File: src/rtl/trencadis_pulse_train_pkg.sv
// Shared types for the trencadis multi-channel pulse train generator.
package trencadis_pulse_train_pkg;

  // Channel operating mode, as presented on mode_i.
  typedef enum logic {
    MODE_PERIODIC = 1'b0,
    MODE_ONESHOT  = 1'b1
  } mode_e;

  // Per-channel FSM state.
  typedef enum logic {
    ST_IDLE = 1'b0,
    ST_RUN  = 1'b1
  } state_e;

  // Map the raw mode_i bit onto the mode enumeration.
  function automatic mode_e decode_mode(input logic mode_bit);
    return mode_bit ? MODE_ONESHOT : MODE_PERIODIC;
  endfunction

endpackage

File: src/rtl/trencadis_pulse_train_channel.sv
// One pulse generator channel: IDLE/RUN FSM, phase counter and shadow
// copies of period, width and mode. The shadows only change when a period
// starts, so reprogramming the inputs never produces a truncated pulse.
// All outputs are registered and reflect the state entered on the edge.
module trencadis_pulse_train_channel
  import trencadis_pulse_train_pkg::*;
#(
  parameter int CNT_W = 16
) (
  input  logic             clk_i,
  input  logic             rst_ni,
  input  logic             en_i,
  input  logic             mode_i,
  input  logic             trig_i,
  input  logic             sync_i,
  input  logic [CNT_W-1:0] period_i,
  input  logic [CNT_W-1:0] width_i,
  output logic             pulse_o,
  output logic             busy_o,
  output logic             done_o
);

  state_e           state_q, state_d;
  mode_e            mode_q, mode_d;
  mode_e            mode_in;
  logic [CNT_W-1:0] cnt_q, cnt_d;
  logic [CNT_W-1:0] per_q, per_d;
  logic [CNT_W-1:0] wid_q, wid_d;
  logic             pulse_q, pulse_d;
  logic             busy_q, busy_d;
  logic             done_q, done_d;

  assign mode_in = decode_mode(mode_i);

  // Next-state logic: start, count, wrap/reload, one-shot end, disable.
  always_comb begin
    state_d = state_q;
    mode_d  = mode_q;
    cnt_d   = cnt_q;
    per_d   = per_q;
    wid_d   = wid_q;
    done_d  = 1'b0;

    unique case (state_q)
      ST_IDLE: begin
        // A zero period never starts, so the output cannot stick high.
        if (en_i && (period_i != '0) &&
            ((mode_in == MODE_PERIODIC) || trig_i)) begin
          state_d = ST_RUN;
          cnt_d   = '0;
          per_d   = period_i;
          wid_d   = width_i;
          mode_d  = mode_in;
        end
      end
      ST_RUN: begin
        if (!en_i) begin
          // Disable is immediate and silent: no done strobe.
          state_d = ST_IDLE;
          cnt_d   = '0;
        end else if (cnt_q == per_q) begin
          if (mode_q == MODE_ONESHOT) begin
            state_d = ST_IDLE;
            cnt_d   = '0;
            done_d  = 1'b1;
          end else begin
            cnt_d  = '0;
            per_d  = period_i;
            wid_d  = width_i;
            mode_d = mode_in;
          end
        end else if (sync_i && (mode_q == MODE_PERIODIC)) begin
          // Phase alignment behaves exactly like an early period boundary.
          cnt_d  = '0;
          per_d  = period_i;
          wid_d  = width_i;
          mode_d = mode_in;
        end else begin
          cnt_d = cnt_q + {{(CNT_W-1){1'b0}}, 1'b1};
        end
      end
      default: begin
        state_d = ST_IDLE;
        cnt_d   = '0;
      end
    endcase

    // Outputs describe the state being entered so they line up with it.
    busy_d  = (state_d == ST_RUN);
    pulse_d = (state_d == ST_RUN) && (cnt_d < wid_d);
  end

  // State, counter, shadow and output registers.
  always_ff @(posedge clk_i or negedge rst_ni) begin
    if (!rst_ni) begin
      state_q <= ST_IDLE;
      mode_q  <= MODE_PERIODIC;
      cnt_q   <= '0;
      per_q   <= '0;
      wid_q   <= '0;
      pulse_q <= 1'b0;
      busy_q  <= 1'b0;
      done_q  <= 1'b0;
    end else begin
      state_q <= state_d;
      mode_q  <= mode_d;
      cnt_q   <= cnt_d;
      per_q   <= per_d;
      wid_q   <= wid_d;
      pulse_q <= pulse_d;
      busy_q  <= busy_d;
      done_q  <= done_d;
    end
  end

  assign pulse_o = pulse_q;
  assign busy_o  = busy_q;
  assign done_o  = done_q;

endmodule

File: src/rtl/trencadis_pulse_train_generator.sv
// Multi-channel programmable pulse train generator. Each channel emits a
// pulse of width_i cycles once every period_i+1 cycles, periodically or as
// a triggered one-shot. The top only slices the packed buses per channel.
// Optional feature: define TRENCADIS_PULSEGEN_SYNC_EN to add sync_i, which
// restarts the phase of every running periodic channel.
module trencadis_pulse_train_generator
  import trencadis_pulse_train_pkg::*;
#(
  parameter int CHANNELS = 4,
  parameter int CNT_W    = 16
) (
  input  logic                      clk_i,
  input  logic                      rst_ni,
`ifdef TRENCADIS_PULSEGEN_SYNC_EN
  input  logic                      sync_i,
`endif
  input  logic [CHANNELS-1:0]       en_i,
  input  logic [CHANNELS-1:0]       mode_i,
  input  logic [CHANNELS-1:0]       trig_i,
  input  logic [CHANNELS*CNT_W-1:0] period_i,
  input  logic [CHANNELS*CNT_W-1:0] width_i,
  output logic [CHANNELS-1:0]       pulse_o,
  output logic [CHANNELS-1:0]       busy_o,
  output logic [CHANNELS-1:0]       done_o
);

  logic sync_w;

`ifdef TRENCADIS_PULSEGEN_SYNC_EN
  assign sync_w = sync_i;
`else
  assign sync_w = 1'b0;
`endif

  for (genvar g = 0; g < CHANNELS; g++) begin : gen_ch
    trencadis_pulse_train_channel #(
      .CNT_W (CNT_W)
    ) u_ch (
      .clk_i    (clk_i),
      .rst_ni   (rst_ni),
      .en_i     (en_i[g]),
      .mode_i   (mode_i[g]),
      .trig_i   (trig_i[g]),
      .sync_i   (sync_w),
      .period_i (period_i[g*CNT_W +: CNT_W]),
      .width_i  (width_i[g*CNT_W +: CNT_W]),
      .pulse_o  (pulse_o[g]),
      .busy_o   (busy_o[g]),
      .done_o   (done_o[g])
    );
  end

endmodule

File: config.mk
export PLATFORM = sky130hd
export DESIGN_NAME = trencadis_pulse_train_generator
export DESIGN_NICKNAME = d
export VERILOG_FILES = /design/src/rtl/trencadis_pulse_train_pkg.sv /design/src/rtl/trencadis_pulse_train_channel.sv /design/src/rtl/trencadis_pulse_train_generator.sv
export SDC_FILE = /design/constraint.sdc
export NUM_CORES = 1
export LEC_CHECK = 0
export ABC_AREA = 1
export CAP_MARGIN = 10
export CORE_UTILIZATION = 60
export DETAILED_ROUTE_END_ITERATION = 12
export PLACE_DENSITY = 0.86
export SYNTH_ARGS = -nofsm -noshare
export SYNTH_HDL_FRONTEND = slang
export SYNTH_SLANG_ARGS = --single-unit
File: constraint.sdc
create_clock -name clk_i -period 6.5 [get_ports clk_i]
set_clock_uncertainty 0.1 [all_clocks]
set_input_delay 1.3 -clock clk_i [delete_from_list [all_inputs] [get_ports clk_i]]
set_output_delay 1.3 -clock clk_i [all_outputs]
set_load 0.02 [all_outputs]
# Yosys cells after proc, flatten, opt, wreduce, memory -nomap -nowiden
# Cells that the tools add are included.
# classes
addsub	4
multipliers	0
div	0
order_cmp	4
eq_ne	20
n_shift	0
muxes	116
bitwise_logic	8
n_reduce_logical	28
# op_table
cell	count
2-to-1 mux 16 bit	44
case mux 16 bit (2 select lines)	12
adder 16 x 1 -> 16 bit (second input constant)	4
equality test 16 bit	4
less-than comparator 16 bit	4
nonzero test 16 bit	4
2-to-1 mux 1 bit	52
!= test 2 bit (second input constant)	12
case mux 1 bit (2 select lines)	8
AND reduction 4 bit	4
logical AND 1 bit	12
AND reduction 3 bit	4
!= test 2 x 1 -> 1 bit (second input constant)	4
NOT 1 bit	8
logical OR 1 bit	4
# totals
ff_bits	208
latch_bits	0
ramBits	0
romBits	0
inputBits	142
n_memories	0

# Depth between registers and ports, before layout
# Gate-level depths: netlist of the first run.
# logic_depth
depth_word	8
mapped_depth	22
depth_no_buf	21

# Cells and area by module
# From an unflattened synthesis of the first run, not the netlist that was laid out.
# unflattened
cells_unflattened	1598
hier_area_um2	12191.7
# by_module_without_submodules
module	instances	cells_each	area_each_um2	seq_area_each_um2
trencadis_pulse_train_channel (gen_ch[0].u_ch ...)	2	395	3035.4	1301.2
trencadis_pulse_train_channel (gen_ch[3].u_ch)	1	403	3061.7	1301.2
trencadis_pulse_train_channel (gen_ch[2].u_ch)	1	404	3055.4	1301.2
trencadis_pulse_train_generator	1	1	3.8	0.0

# Worst setup path before layout of the first run
# No wires, ideal clock.
# synth_path
kind	input to register
from	input period_i[30]
to	register gen_ch[1].u_ch.pulse_q
t_arrival_ps	3413
t_required_ps	6275
slack_ps	2862
path_stages	18
path_buffers	1
path_cell_list	inv_1 > nand4_1 > nor2_1 > nand2_1 > nand3_1 > nor2_1 > a21oi_1 > clkbuf_1 > nand2_1 > o21ai_0 > inv_1 > ha_1 > nand2_1 > inv_1 > nand2_1 > a31o_2 > o2111ai_1 > a21oi_1
# synth_via
elab_chain_cells	7
elab_cells_between_ends	11
cone_classes	order compare (1); mux (6); reduce/logical (4)
# synth_rtl
element	line_no	source
start: declaration	trencadis_pulse_train_generator.sv:20	input logic [CHANNELS*CNT_W-1:0] period_i,
nonzero test 16 bit	trencadis_pulse_train_channel.sv:47	if (en_i && (period_i != '0) &&
logical AND 1 bit (2 in a row)	trencadis_pulse_train_channel.sv:47	
2-to-1 mux 16 bit	trencadis_pulse_train_channel.sv:47	
case mux 16 bit (2 select lines)	trencadis_pulse_train_channel.sv:44	unique case (state_q)
via gen_ch[1].u_ch.wid_d[11]	trencadis_pulse_train_channel.sv:28	logic [CNT_W-1:0] wid_q, wid_d;
less-than comparator 16 bit	trencadis_pulse_train_channel.sv:90	pulse_d = (state_d == ST_RUN) && (cnt_d < wid_d);
logical AND 1 bit	trencadis_pulse_train_channel.sv:90	
via gen_ch[1].u_ch.pulse_d	trencadis_pulse_train_channel.sv:29	logic pulse_q, pulse_d;
end signal: assignment	trencadis_pulse_train_channel.sv:110	pulse_q <= pulse_d;
end: declaration	trencadis_pulse_train_channel.sv:29	
# The timed path passes the listed nets, and every way through them passes these cells.
# A chain may end at the register's enable or synchronous reset.

# Worst setup path after layout of the first run
# layout_path
from	input period_i[57]
to	register gen_ch[3].u_ch.pulse_q
# layout_via
elab_chain_cells	7
elab_cells_between_ends	11
cone_classes	order compare (1); mux (6); reduce/logical (4)
# layout_rtl
element	line_no
nonzero test 16 bit	trencadis_pulse_train_channel.sv:47
logical AND 1 bit (2 in a row)	trencadis_pulse_train_channel.sv:47
2-to-1 mux 16 bit	trencadis_pulse_train_channel.sv:47
case mux 16 bit (2 select lines)	trencadis_pulse_train_channel.sv:44
via gen_ch[3].u_ch.wid_d[5]	trencadis_pulse_train_channel.sv:28
less-than comparator 16 bit	trencadis_pulse_train_channel.sv:90
logical AND 1 bit	trencadis_pulse_train_channel.sv:90
via gen_ch[3].u_ch.pulse_d	trencadis_pulse_train_channel.sv:29
end signal: assignment	trencadis_pulse_train_channel.sv:110
end: declaration	trencadis_pulse_train_channel.sv:29
# The timed path passes the listed nets, and every way through them passes these cells.

==> reports/qor.yml, run 1 <==
run_status:
  outcome: "completed"
clock_network:
  cts_root_buffer: "clkbuf_16"
  holdBufCountCts: 0
  clockBufferDepth: 3
  clock-sinks: 208
  cts.repair.resized: 0
  post_cts_buffers: 0
  tritoncts: "yes"
  numCtsBuffers: 23
  insertion_delay_ps: 500
  cts-htree-levels: 1
  clkTransAtPathRegs_ps: 60
global_route:
  grt_util_all_layers_pct: 26.9
  first_global_vias: 10100
  antenna_found_initial: 0
  grt_overflow: 0
  grt_start_max_net_pins: 120
  grt_pass1_wl_um: 45100
sta:
  relSlewSlack_pct: 43.4
  period_minus_slack_ps: 4180
  period_share_pct: 64.3
  hold_viol_final: 0
  setup_violations: 0
  grt_setup_unrepaired: "false"
  fmax_ghz: 0.239
  slew_viol_final: 0
  setup_tns_ps: 0
  worstMarginPinSlew_ps: 848
  worst_hold_slack_ps: 386
synth:
  synth.net_count: 1811
  synthFlopType: "dfrtp_1"
  synthCells: 1605
  avgSynthCellArea_um2: 7.51
  synth.lib_cells_used.distinct: 41
  yosys_warnings: 0
  synth_edf_count: 0
  ys_ff_latch: 208
  synth_area_mm2: 0.0121
  ys_seq_area_share_pct: 43.2
  async_flop_share_pct: 100
cells_and_area:
  seq_area_mm2: 0.00520
  layout_common_cells: "443 x nand2_1, 298 x inv_1, 208 x dfrtp_1"
  diodes: 0
  multi_input_comb_area_mm2: 0.00540
  final_common_cell: "nand2_1"
  area_delta_synth_final_pct: 20.0
  final_util_pct: 73.9
  instances_no_fill: 2023
  drive_above_1_share_pct: 6.14
  fillers: 1440
  nets: 1948
die:
  start_util_pct: 61.5
  die_w_um: 144
  die_y_um: 144
  rows: 51
  die-area_mm2: 0.0207
  pin_count: 154
  coreArea_mm2: 0.0196
detailed_routing:
  via_per_inst: 5.18
  dr.pass1.iters: 5
  route.met2.wl_um: 13000
  wl_met3_um: 1320
  wirelength_met1_um: 11600
  vias: 10500
  top_layer_used: "met4"
  drtIter0Drc: 515
  wire_per_inst_um: 13.2
  drc: 0
  wirelength_um: 26800
  ant_nets: 0
place:
  numPlacedInstances: 1982
  portBuffers: 153
  dp_hpwl_um: 19800
  gp_congestion: 0.886
power_and_ir_drop:
  comb_power_share_pct: 25.7
  intPower_mw: 2.70
  p_clk_share_pct: 31.9
  switching_share_pct: 32.3
  power_frac_seq_pct: 42.4
  power.density_mw_per_mm2: 275
  power.ir.vdd_worst_uv: 395
  p_leak_nw: 7.35
  switching_power_mw: 1.29
setup_path:
  worstPathArrival_ps: 4510
  end_kind: "register"
  cp-start-kind: "primary input"
  cp_max_fo: 32
  cp_data_required_time_ps: 6830
  crit_type: "in2reg"
  r2r_slack_ps: 3180
hold_path:
  min_path_type: "reg2reg"
run:
  max-cap-violations: 0
-- cells by family after synthesis --
| logic type | Yosys count | synth area share (%) |
|---|---|---|
| XOR/XNOR | 36 | 2.62 |
| flip-flops | 208 | 43.2 |
| AND/OR/NAND/NOR | 664 | 22.5 |
| multiplexers | 1 | 0.0830 |
| adder cells (fa/ha/maj) | 64 | 6.64 |
| buffers and inverters | 371 | 12.3 |
| AO/OA/AOI/OAI | 261 | 12.7 |
-- layer usage --
metal | up-vias | track usage, %
met4 | 0 | 9.41
met1 | 4795 | 34.4
met5 | - | 0
met2 | 283 | 47.0
met3 | 72 | 3.43
li1 | 5322 | -
-- state kept, by name, indices dropped and copies added (netlist names) --
| name | cells |
|---|---|
| gen_ch.u_ch.wid_q | 64 |
| gen_ch.u_ch.mode_q | 4 |
| gen_ch.u_ch.state_q | 3 |
| gen_ch.u_ch.per_q | 64 |
| gen_ch.u_ch.done_o | 4 |
| gen_ch.u_ch.pulse_o | 4 |
| gen_ch.u_ch.busy_o | 1 |
| gen_ch.u_ch.cnt_q | 64 |
-- power groups by stage --
stage	clock network [mW]	registers, mW	logic, mW
floorplan	0	1.65	0.743
global placement	0	1.70	0.968
detailed placement	0	1.70	1.02
CTS	1.29	1.69	1.03
global route	1.35	1.72	1.19
finish	1.27	1.69	1.02
-- worst paths after layout --
check                                      endpoint  depth (start not counted)                    start
hold reg to reg             gen_ch[0].u_ch.wid_q[8]                          2  gen_ch[0].u_ch.wid_q[8]
setup / recovery             gen_ch[3].u_ch.pulse_o                         18             period_i[57]
hold / removal              gen_ch[0].u_ch.wid_q[8]                          2  gen_ch[0].u_ch.wid_q[8]
setup reg to reg             gen_ch[3].u_ch.pulse_o                         19  gen_ch[3].u_ch.cnt_q[2]
min in group asynchronous  gen_ch[1].u_ch.per_q[13]                          1                   rst_ni
max in group asynchronous   gen_ch[0].u_ch.cnt_q[0]                          2                   rst_ni
-- layout make-up --
class / instances / share of cell area, %
Sequential cell: 208 / 36.0
Inverter: 325 / 8.43
Multi-Input combinational cell: 1026 / 37.3
Tap cell: 265 / 2.29
Timing Repair Buffer: 158 / 11.0
Clock buffer: 32 / 4.35
Clock inverter: 9 / 0.674
-- metrics by stage --
step	worst slack, ps	total power, mW	instance area (um^2)
floorplan	2860	2.40	12100
global placement	1910	2.66	13700
detailed placement	1800	2.72	13700
CTS	2340	4.01	14500
global route	1910	4.25	14500
finish	2320	3.99	14500
-- cells in the mapped netlist, types with 4 or more instances --
cell      count  area [um^2]
nand2_1     443         1660
o21ai_2      15          131
buf_6         4         45.0
nor4_1        4         25.0
inv_1       298         1120
o21ai_1      19         95.1
nor3_1       19         95.1
a211oi_1      8         60.1
buf_4        13         97.6
o32ai_1       7         61.3
o211ai_1      4         30.0
o21ai_0     121          606
o22ai_1      41          257
buf_2         5         25.0
a21oi_1      33          165
nand3_1      48          240
nand4_1      21          131
inv_2        27          101
nor2_1      110          413
or2_2        10         62.6
xor2_1       33          289
clkbuf_1     24         90.1
dfrtp_1     208         5200
ha_1         64          801
-- critical path, stage by stage --
cell and delay, ps:
clkdlybuf4s50_1 400, inv_1 100, nand4_1 90, nor2_1 150, nand2_1 70, nand3_1 190, nor2_1 110, a21oi_4 550
buf_4 390, nand2_1 80, o21ai_0 110, inv_1 70, ha_1 300, a21oi_1 140, nor2_1 50, a211oi_1 160
nand2_1 110, a21oi_2 110
Note: power is estimated with default switching activity, not from simulation.
==> run 2: changes to the inputs <==
Settings changed: CORE_UTILIZATION 60 to 56, PLACE_DENSITY 0.86 to 0.81.
Clock period 6.5 ns to 4 ns, I/O delays scaled along.
==> reports/qor.yml, run 2 (synthesized netlist as in run 1, its figures left out) <==
run_status:
  outcome: "completed"
setup_path:
  worstPathArrival_ps: 3820  # -690 ps
  crit_path_max_incr_delay_ps: 420  # -130 ps
  crit_family: "simple AND/OR/NAND/NOR gates"
  cp_data_required_time_ps: 4340  # -2490 ps
  cp-start-kind: "register"
  end_kind: "register"
  cp_num_buf_inv: 1  # -3
  cp_max_fo: 4  # -88%
  crit_slowest_cell: "nor4_1"
  crit_type: "reg2reg"
  cp_cell_sequence: "ha_1, nand3_1, nor2_1, inv_1, nor4_1, nand2_1, nor2_1, nand3_1, xor2_1, o21ai_0, ha_1, nand2_1, nor2_1, a211oi_1, o211ai_1, a21oi_1"
  crit_top_cell: "nor2_1"
clock_network:
  clockBufferDepth: 3  # unchanged
  numCtsBuffers: 24  # +4.3%
  insertion_delay_ps: 520  # +20 ps
  cts-htree-levels: 1  # unchanged
  clkTransAtPathRegs_ps: 60  # about the same
  holdBufCountCts: 0  # unchanged
  cts_root_buffer: "clkbuf_16"
  tritoncts: "yes"
  clock-sinks: 208  # unchanged
  cts.repair.resized: 0  # unchanged
  post_cts_buffers: 0  # unchanged
power_and_ir_drop:
  power.ir.vdd_worst_uv: 453  # +15%
  p_clk_share_pct: 33.8  # +1.9 points
  intPower_mw: 4.57  # +69%
  switching_share_pct: 31.8  # -0.40 points
  p_leak_nw: 7.46  # +1.5%
  comb_power_share_pct: 25.2  # -0.5 points
  power_frac_seq_pct: 41.1  # -1.3 points
  switching_power_mw: 2.14  # +66%
  power.density_mw_per_mm2: 456  # +66%
cells_and_area:
  fillers: 1712  # +19%
  layout_common_cells: "443 x nand2_1, 298 x inv_1, 208 x dfrtp_1"
  final_common_cell: "nand2_1"
  area_delta_synth_final_pct: 21.9
  multi_input_comb_area_mm2: 0.00540  # unchanged
  biggestRegsByFlops: "gen_ch.u_ch.cnt_q x64, gen_ch.u_ch.per_q x64, gen_ch.u_ch.wid_q x64"
  seq_area_mm2: 0.00520  # unchanged
  drive_above_1_share_pct: 7.00  # +0.86 points
  nets: 1961  # +0.67%
  diodes: 0  # unchanged
  instances_no_fill: 2046  # +1.1%
sta:
  setup_violations: 0  # unchanged
  slew_viol_final: 0  # unchanged
  relSlewSlack_pct: 59.0  # +16 points
  grt_setup_unrepaired: "false"
  fmax_ghz: 0.288
  hold_viol_final: 0  # unchanged
  period_share_pct: 86.9
  setup_tns_ps: 0  # unchanged
  period_minus_slack_ps: 3480
  worstMarginPinSlew_ps: 615  # -233 ps
global_route:
  grt_start_max_net_pins: 110  # -8.3%
  grt_util_all_layers_pct: 25.5  # -1.4 points
  antenna_found_initial: 0  # unchanged
  first_global_vias: 10100  # +0.13%
  grt_overflow: 0  # unchanged
  grt_pass1_wl_um: 46000  # +2.1%
detailed_routing:
  drc: 0  # unchanged
  drtIter0Drc: 560  # +8.7%
  ant_nets: 0  # unchanged
  wire_per_inst_um: 13.4  # +1.0%
  via_per_inst: 5.12  # -1.2%
  vias: 10500  # -0.048%
  dr.pass1.iters: 5  # unchanged
  wirelength_um: 27400  # +2.2%
run:
  max-cap-violations: 0  # unchanged
die:
  coreArea_mm2: 0.0211  # +7.6%
  rows: 53  # +3.9%
  start_util_pct: 57.2  # -4.4 points
  die_w_um: 149  # +3.5%
  die_y_um: 149  # +3.5%
  pin_count: 154  # unchanged
  die-area_mm2: 0.0221  # +7.0%
hold_path:
  min_path_type: "in2async"
place:
  numPlacedInstances: 2004  # +1.1%
  portBuffers: 153  # unchanged
  gp_congestion: 0.885  # -0.19%
  dp_hpwl_um: 20400  # +3.0%
==> run 2: changes by cell type in the layout (fill, tap and decap cells not counted) <==
cell | previous run | this run
inv_8 | 0 | 1
clkinv_2 | 6 | 0
buf_12 | 1 | 3
clkbuf_16 | 23 | 25
clkbuf_1 | 7 | 4
clkbuf_8 | 3 | 7
clkinv_4 | 0 | 2
clkinvlp_4 | 1 | 2
buf_4 | 4 | 14
==> run 2: path summary, 6_finish.rpt <==
check	slack [ps]	endpoint	startpoint	cells past startpoint
hold / removal	120	gen_ch[1].u_ch.per_q[4]	rst_ni	1
min in group clk_i	390	gen_ch[0].u_ch.wid_q[8]	gen_ch[0].u_ch.wid_q[8]	2
hold reg to reg	390	gen_ch[0].u_ch.wid_q[8]	gen_ch[0].u_ch.wid_q[8]	2
setup reg to reg	520	gen_ch[0].u_ch.pulse_o	gen_ch[0].u_ch.cnt_q[0]	16
setup / recovery	520	gen_ch[0].u_ch.pulse_o	gen_ch[0].u_ch.cnt_q[0]	16
max in group asynchronous	2770	gen_ch[3].u_ch.cnt_q[11]	rst_ni	2
==> run 2: power by group through the flow <==
stage	combinational (mW)	sequential (mW)	clock, mW
after floorplan	1.21	2.69	0
after global placement	1.60	2.77	0
after detailed placement	1.68	2.78	0
after CTS	1.70	2.75	2.31
after global routing	1.95	2.80	2.39
final	1.69	2.75	2.26
==> run 2: final cells by class <==
| class | count | share of cell area [%] |
|---|---|---|
| clock buffers | 35 | 4.92 |
| clock inverters | 7 | 0.707 |
| inverters | 325 | 8.30 |
| multi-input cells | 1026 | 36.8 |
| flip-flops and latches | 208 | 35.4 |
| well taps | 275 | 2.34 |
| repair buffers | 170 | 11.6 |
==> run 2: metal layers <==
| layer | up-vias | part of all wire [%] | track usage [%] |
|---|---|---|---|
| met5 | - | 0 | 0 |
| met2 | 280 | 49 | 44.6 |
| met3 | 55 | 5.2 | 3.53 |
| met1 | 4789 | 43 | 32.6 |
| met4 | 0 | 2.5 | 7.89 |
| li1 | 5343 | - | - |
==> run 2: stage by stage <==
| stage | worst slack [ps] | power [mW] | area [um^2] | hold WS [ps] | util, % |
|---|---|---|---|---|---|
| after global placement | 234 | 4.37 | 13900 | 365 | 65.8 |
| after CTS | 539 | 6.75 | 14700 | 120 | 69.7 |
| after global routing | 371 | 7.14 | 14700 | 136 | 69.7 |
| final | 522 | 6.71 | 14700 | 124 | 69.7 |
| after floorplan | 862 | 3.90 | 12100 | 355 | - |
| after detailed placement | 88.0 | 4.46 | 13900 | 369 | 65.8 |
